**src/rtl/sram_port_sequencer.sv**
```systemverilog
// sram_port_sequencer
//   Sole owner of the external 8-bit async SRAM (19-bit address). After reset
//   it fetches the video-config byte, then serves arcade-core ROM reads. It
//   interleaves ROM-loader writes, and holds the core in reset while loading
//   and for a recovery window afterwards.
//
// Optional build macro: SRAM_WRITE_VERIFY_EN
//   When defined, every write gets a read-back cycle. A mismatch sets
//   verify_err and bumps verify_cnt. A write then takes 5 cycles instead of 4.
//
// Ports:
//   clk, reset                     system clock, synchronous active-high reset
//   ldr_req/ldr_addr/ldr_data      loader write request (held until ldr_ack)
//   ldr_ack                        one-cycle write-complete pulse
//   core_addr / core_data          core ROM read address / registered read data
//   core_reset                     active-high reset to the arcade core
//   cfg_data / cfg_valid           latched video-config byte and its valid flag
//   sram_addr, sram_data_o,        SRAM pins; the top level tristates the data
//   sram_data_oe, sram_data_i,     bus when sram_data_oe is 0
//   sram_we_n
//   verify_err, verify_cnt         (SRAM_WRITE_VERIFY_EN only) write read-back status
module sram_port_sequencer #(
  parameter logic [18:0] CFG_ADDR   = 19'h08FD5,
  parameter int          CFG_DELAY  = 32,
  parameter int          CFG_SETTLE = 2,
  parameter int          CORE_HOLD  = 256
) (
  input  logic        clk,
  input  logic        reset,
  input  logic        ldr_req,
  input  logic [18:0] ldr_addr,
  input  logic [7:0]  ldr_data,
  output logic        ldr_ack,
  input  logic [18:0] core_addr,
  output logic [7:0]  core_data,
  output logic        core_reset,
  output logic [7:0]  cfg_data,
  output logic        cfg_valid,
  output logic [18:0] sram_addr,
  output logic [7:0]  sram_data_o,
  output logic        sram_data_oe,
  input  logic [7:0]  sram_data_i,
  output logic        sram_we_n
`ifdef SRAM_WRITE_VERIFY_EN
  ,
  output logic        verify_err,
  output logic [7:0]  verify_cnt
`endif
);

  typedef enum logic [3:0] {
    CFG_WAIT  = 4'd0,
    CFG_READ  = 4'd1,
    RUN       = 4'd2,
    WR_SETUP  = 4'd3,
    WR_PULSE  = 4'd4,
    WR_HOLD   = 4'd5,
    WR_VERIFY = 4'd6,
    WR_GAP    = 4'd7,
    RECOVER   = 4'd8
  } state_t;

  state_t      state_r;
  logic [15:0] cnt_r;
  logic        wr_start_s;

  // A loader write may begin from RUN, from RECOVER, or back-to-back from WR_GAP.
  always_comb begin
    wr_start_s = 1'b0;
    if (ldr_req && ((state_r == RUN) || (state_r == RECOVER) || (state_r == WR_GAP))) begin
      wr_start_s = 1'b1;
    end else begin
      wr_start_s = 1'b0;
    end
  end

  // Sequencer FSM. All pins are registered and reflect the current state.
  always_ff @(posedge clk) begin
    if (reset) begin
      state_r      <= CFG_WAIT;
      cnt_r        <= 16'd0;
      ldr_ack      <= 1'b0;
      core_data    <= 8'd0;
      core_reset   <= 1'b1;
      cfg_data     <= 8'd0;
      cfg_valid    <= 1'b0;
      sram_addr    <= CFG_ADDR;
      sram_data_o  <= 8'd0;
      sram_data_oe <= 1'b0;
      sram_we_n    <= 1'b1;
`ifdef SRAM_WRITE_VERIFY_EN
      verify_err   <= 1'b0;
      verify_cnt   <= 8'd0;
`endif
    end else if (wr_start_s) begin
      // Address, data and oe are set up one cycle before the we_n pulse.
      state_r      <= WR_SETUP;
      sram_addr    <= ldr_addr;
      sram_data_o  <= ldr_data;
      sram_data_oe <= 1'b1;
      sram_we_n    <= 1'b1;
      core_reset   <= 1'b1;
      ldr_ack      <= 1'b0;
      core_data    <= sram_data_i;
    end else begin
      case (state_r)
        CFG_WAIT: begin
          sram_addr <= CFG_ADDR;
          if (cnt_r == 16'(CFG_DELAY - 1)) begin
            state_r <= CFG_READ;
            cnt_r   <= 16'd0;
          end else begin
            cnt_r   <= cnt_r + 16'd1;
          end
        end
        CFG_READ: begin
          sram_addr <= CFG_ADDR;
          if (cnt_r == 16'(CFG_SETTLE - 1)) begin
            cfg_data   <= sram_data_i;
            cfg_valid  <= 1'b1;
            core_reset <= 1'b0;
            cnt_r      <= 16'd0;
            state_r    <= RUN;
          end else begin
            cnt_r      <= cnt_r + 16'd1;
          end
        end
        RUN: begin
          sram_addr    <= core_addr;
          core_data    <= sram_data_i;
          sram_we_n    <= 1'b1;
          sram_data_oe <= 1'b0;
        end
        WR_SETUP: begin
          sram_we_n <= 1'b0;
          state_r   <= WR_PULSE;
        end
        WR_PULSE: begin
          sram_we_n <= 1'b1;
`ifdef SRAM_WRITE_VERIFY_EN
          ldr_ack   <= 1'b0;
`else
          ldr_ack   <= 1'b1;
`endif
          state_r   <= WR_HOLD;
        end
        WR_HOLD: begin
          // Bus released here; address stays put through the gap.
          sram_data_oe <= 1'b0;
`ifdef SRAM_WRITE_VERIFY_EN
          ldr_ack      <= 1'b1;
          state_r      <= WR_VERIFY;
`else
          ldr_ack      <= 1'b0;
          state_r      <= WR_GAP;
`endif
        end
`ifdef SRAM_WRITE_VERIFY_EN
        WR_VERIFY: begin
          // Bus is released and the address is unchanged, so sram_data_i is the stored byte.
          ldr_ack <= 1'b0;
          if (sram_data_i != sram_data_o) begin
            verify_err <= 1'b1;
            if (verify_cnt != 8'hFF) begin
              verify_cnt <= verify_cnt + 8'd1;
            end else begin
              verify_cnt <= verify_cnt;
            end
          end else begin
            verify_err <= verify_err;
          end
          state_r <= WR_GAP;
        end
`endif
        WR_GAP: begin
          // No follow-on request (handled above), so start the core recovery window.
          cnt_r   <= 16'(CORE_HOLD);
          state_r <= RECOVER;
        end
        RECOVER: begin
          sram_addr <= core_addr;
          core_data <= sram_data_i;
          if (cnt_r == 16'd0) begin
            core_reset <= 1'b0;
            state_r    <= RUN;
          end else begin
            cnt_r      <= cnt_r - 16'd1;
          end
        end
        default: begin
          state_r      <= CFG_WAIT;
          cnt_r        <= 16'd0;
          ldr_ack      <= 1'b0;
          core_reset   <= 1'b1;
          sram_addr    <= CFG_ADDR;
          sram_data_oe <= 1'b0;
          sram_we_n    <= 1'b1;
        end
      endcase
    end
  end

endmodule

```
**config.mk**
```make
export PLATFORM = sky130hd
export DESIGN_NAME = sram_port_sequencer
export DESIGN_NICKNAME = d
export VERILOG_FILES = /design/src/rtl/sram_port_sequencer.sv
export SDC_FILE = /design/constraint.sdc
export NUM_CORES = 1
export LEC_CHECK = 0
export BUFFER_PORTS_ARGS = -buffer_cell sky130_fd_sc_hd__clkbuf_2
export CAP_MARGIN = 0
export CORE_UTILIZATION = 52
export DETAILED_ROUTE_END_ITERATION = 10
export PLACE_DENSITY = 0.82
export SLEW_MARGIN = 15
export SYNTH_ARGS = -nofsm -noshare
export SYNTH_HDL_FRONTEND = slang
export SYNTH_SLANG_ARGS = --single-unit
```
**constraint.sdc**
```tcl
create_clock -name clk -period 2.6 [get_ports clk]
set_input_delay 0.52 -clock clk [delete_from_list [all_inputs] [get_ports clk]]
set_output_delay 0.52 -clock clk [all_outputs]
set_load 0.02 [all_outputs]
```
==> flow_summary_export.csv <==
group,metric,value,unit
yosys,synth.distinct_cells,76,
final_layout,final_cell_mix,"clkbuf_2, dfxtp_1, nor2_1",
route,drt_iter0_drc,307,
outcome,status,"finished, final reports clean",
placement,dp_worst_setup_slack,296,ps
hold_path,hp-class,"in -> reg",
setup_path,criticalPathCategory,"reg -> reg",
placement,dp_hpwl,6760,um
sta,worst_pin_slew,817,ps
setup_path,cp_cell_sequence,"buf_4, nor3_1, nand2_1, nor4_4, a22o_1, o22a_1",
setup_path,critical_path.max_stage_delay,720,ps
route,viasPerCell,5.89,
die,fp.coreArea,6830,sq um
flow_run,cap_violations,0,
sta,fin_ws,354,ps
clocking,clock_latency,350,ps
sta,slew_viol_final,0,
route,ant_nets,0,
route,wl_per_cell,15.1,um
setup_path,cp-start-kind,"flip-flop",
sta,finalCritPeriodShare,86.4,%
yosys,synthArstFlopShare,0,%
power_and_ir_drop,power_density,535,nW/um^2
global_route,grt_max_degree,26,
sta,finalSetupViolCount,0,
final_layout,areaGrowthSynthToFinish,19.9,%
die,start_util,53.9,%
route,m1WireLength,4130,um
route,wl,9380,um
global_route,track_usage,25.4,%
setup_path,crit_path_max_fanout,17,
die,rows,30,
clocking,cts_tree,"yes",
power_and_ir_drop,total_leakage_power,1.87,nW
sta,setup_tns,0,ps
clocking,post-cts-setup-buffers,0,
sta,rsz0062_at_grt,"false",
route,vias,3650,
yosys,synth-seq-cells,68,
placement,gp_congestion,0.894,
route,wl_met3,597,um
clocking,path_clk_slew,70,ps
sta,whs,387,ps
final_layout,finish.net_count,580,
final_layout,final_common_cell,"clkbuf_2",
clocking,cts_buffers,9,
yosys,syn_inst,424,
yosys,synth_area,3680,sq um
die,die_w,86.1,um
route,drc_errors,0,
final_layout,drive_above_1_share,29.8,%
setup_path,critPathRequiredTime,2890,ps
route,dr.max_layer_used,"met4",
yosys,synth-edff-count,0,
setup_path,r2r_setup_slack,350,ps
sta,hold_violations,0,
final_layout,diodes,0,
die,design.die.area,7420,sq um
power_and_ir_drop,peakVddDrop,0.000491,V
yosys,yosysWarnings,0,
setup_path,slowest_stage,"nor4_4",
setup_path,cp.arrival,2540,ps
global_route,globalRouteOverflowTotal,0,
global_route,antenna_found_initial,0,
yosys,synth_ff_type,"dfxtp_1",
sta,fin_skew,6.27,ps
power_and_ir_drop,p_total,0.00236,W
clocking,post_cts.resized_instances,0,
yosys,syn_nets,485,
sta,timing.final.crit_period,2250,ps
sta,fmax,0.445,GHz
final_layout,fillers,609,
global_route,grt_pass1_vias,3261,
route,dr.pass1.iters,5,
clocking,htreeDepth,3,
setup_path,crit_path_end_kind,"flip-flop",
yosys,seq_area_frac_synth,37.0,%
route,dr_wl_met2,4560,um
clocking,cts_num_sinks,68,
placement,portBuffers,104,
clocking,ctsLongestPathBuffers,2,
sta,slew-limit-headroom,45.1,%
global_route,grt_first_pass_wirelength,15100,um
die,die_y,86.1,um
yosys,syn_area_per_cell,8.68,sq um
die,io_pins,105,
clocking,cts-root-buf,"clkbuf_8",
clocking,hold_buffers,0,
-- state kept, by name, summed over array words and instances (netlist names) --
name	flops
sram_addr	19
cnt_r	16
cfg_data	8
core_data	8
sram_data_o	8
state_r	4
cfg_valid	1
core_reset	1
ldr_ack	1
sram_data_oe	1
sram_we_n	1
-- synth_stat cells (4+ instances only) --
cell / number / area share [%]
a21oi_1: 24 / 3.3
a221oi_1: 6 / 1.4
a222oi_1: 9 / 2.4
a22o_1: 6 / 1.4
and2_1: 4 / 0.68
and4_1: 4 / 0.95
buf_2: 11 / 1.5
buf_6: 5 / 1.5
clkbuf_1: 11 / 1.1
dfxtp_1: 68 / 37
ha_1: 4 / 1.4
inv_1: 8 / 0.82
mux2i_1: 17 / 4.6
nand2_1: 42 / 4.3
nand2b_1: 4 / 0.68
nand3_1: 10 / 1.4
nor2_1: 64 / 6.5
nor3_1: 8 / 1.1
o21ai_0: 11 / 1.5
o21bai_1: 10 / 2.0
o22a_1: 5 / 1.2
o22ai_1: 15 / 2.5
or3_1: 4 / 0.68
-- stage by stage --
| step | area (sq um) | cells | utilization (%) |
|---|---|---|---|
| finish | 4410 | 620 | 64.6 |
| global route | 4410 | 620 | 64.6 |
| CTS | 4400 | 620 | 64.5 |
| detailed placement | 4230 | 604 | 61.8 |
| global placement | 4230 | 604 | 61.8 |
| floorplan | 3680 | 424 | - |
-- final timing paths --
| check | start | to | depth (start not counted) |
|---|---|---|---|
| worst max-delay path | state_r[2] | cnt_r[5] | 6 |
| worst min-delay path | ldr_data[0] | sram_data_o[0] | 3 |
| worst max register to register | state_r[2] | cnt_r[5] | 6 |
| worst min register to register | sram_data_o[1] | sram_data_o[1] | 2 |
-- critical path, delay by kind of cell (launching register included) --
| kind | cells | cell delay, ps |
|---|---|---|
| and+or+nand+nor | 3 | 1150 |
| DFF | 1 | 410 |
| AOI/OAI and AO/OA | 2 | 400 |
| buffers and inverters | 1 | 230 |
-- layer usage --
metal | vias to the layer above | global-route usage, %
met5 | - | 0
met1 | 1742 | 32.7
li1 | 1765 | -
met2 | 133 | 42.0
met3 | 10 | 6.93
met4 | 0 | 6.82
-- cell type report --
class | instances | area, sq um | area share, %
flip-flops and latches | 68 | 1360 | 30.9
well taps | 96 | 120 | 2.72
multi-input cells | 317 | 2120 | 48.0
inverters | 8 | 30.0 | 0.681
clock inverters | 6 | 40.0 | 0.908
repair buffers | 115 | 603 | 13.7
clock buffers | 10 | 138 | 3.12
-- cells by family (layout without fill, tap and decap cells) --
group	count (synthesis)	count (layout)	share of synthesized area, %
and+or+nand+nor	169	169	24.7
xor gates and xnor gates	3	3	0.714
muxes	17	17	4.62
DFF	68	68	37.0
AOI/OAI and AO/OA	124	124	26.0
buffers and inverters	39	139	5.68
adders and majority gates	4	4	1.36
-- report_power, final --
part           internal, W  total [W]  switching, W
Clock             0.000370   0.000787      0.000417
Sequential         0.00107    0.00114     0.0000638
Combinational     0.000180   0.000439      0.000259
Total              0.00162    0.00236      0.000740
Note: power is estimated with default switching activity, not from simulation.
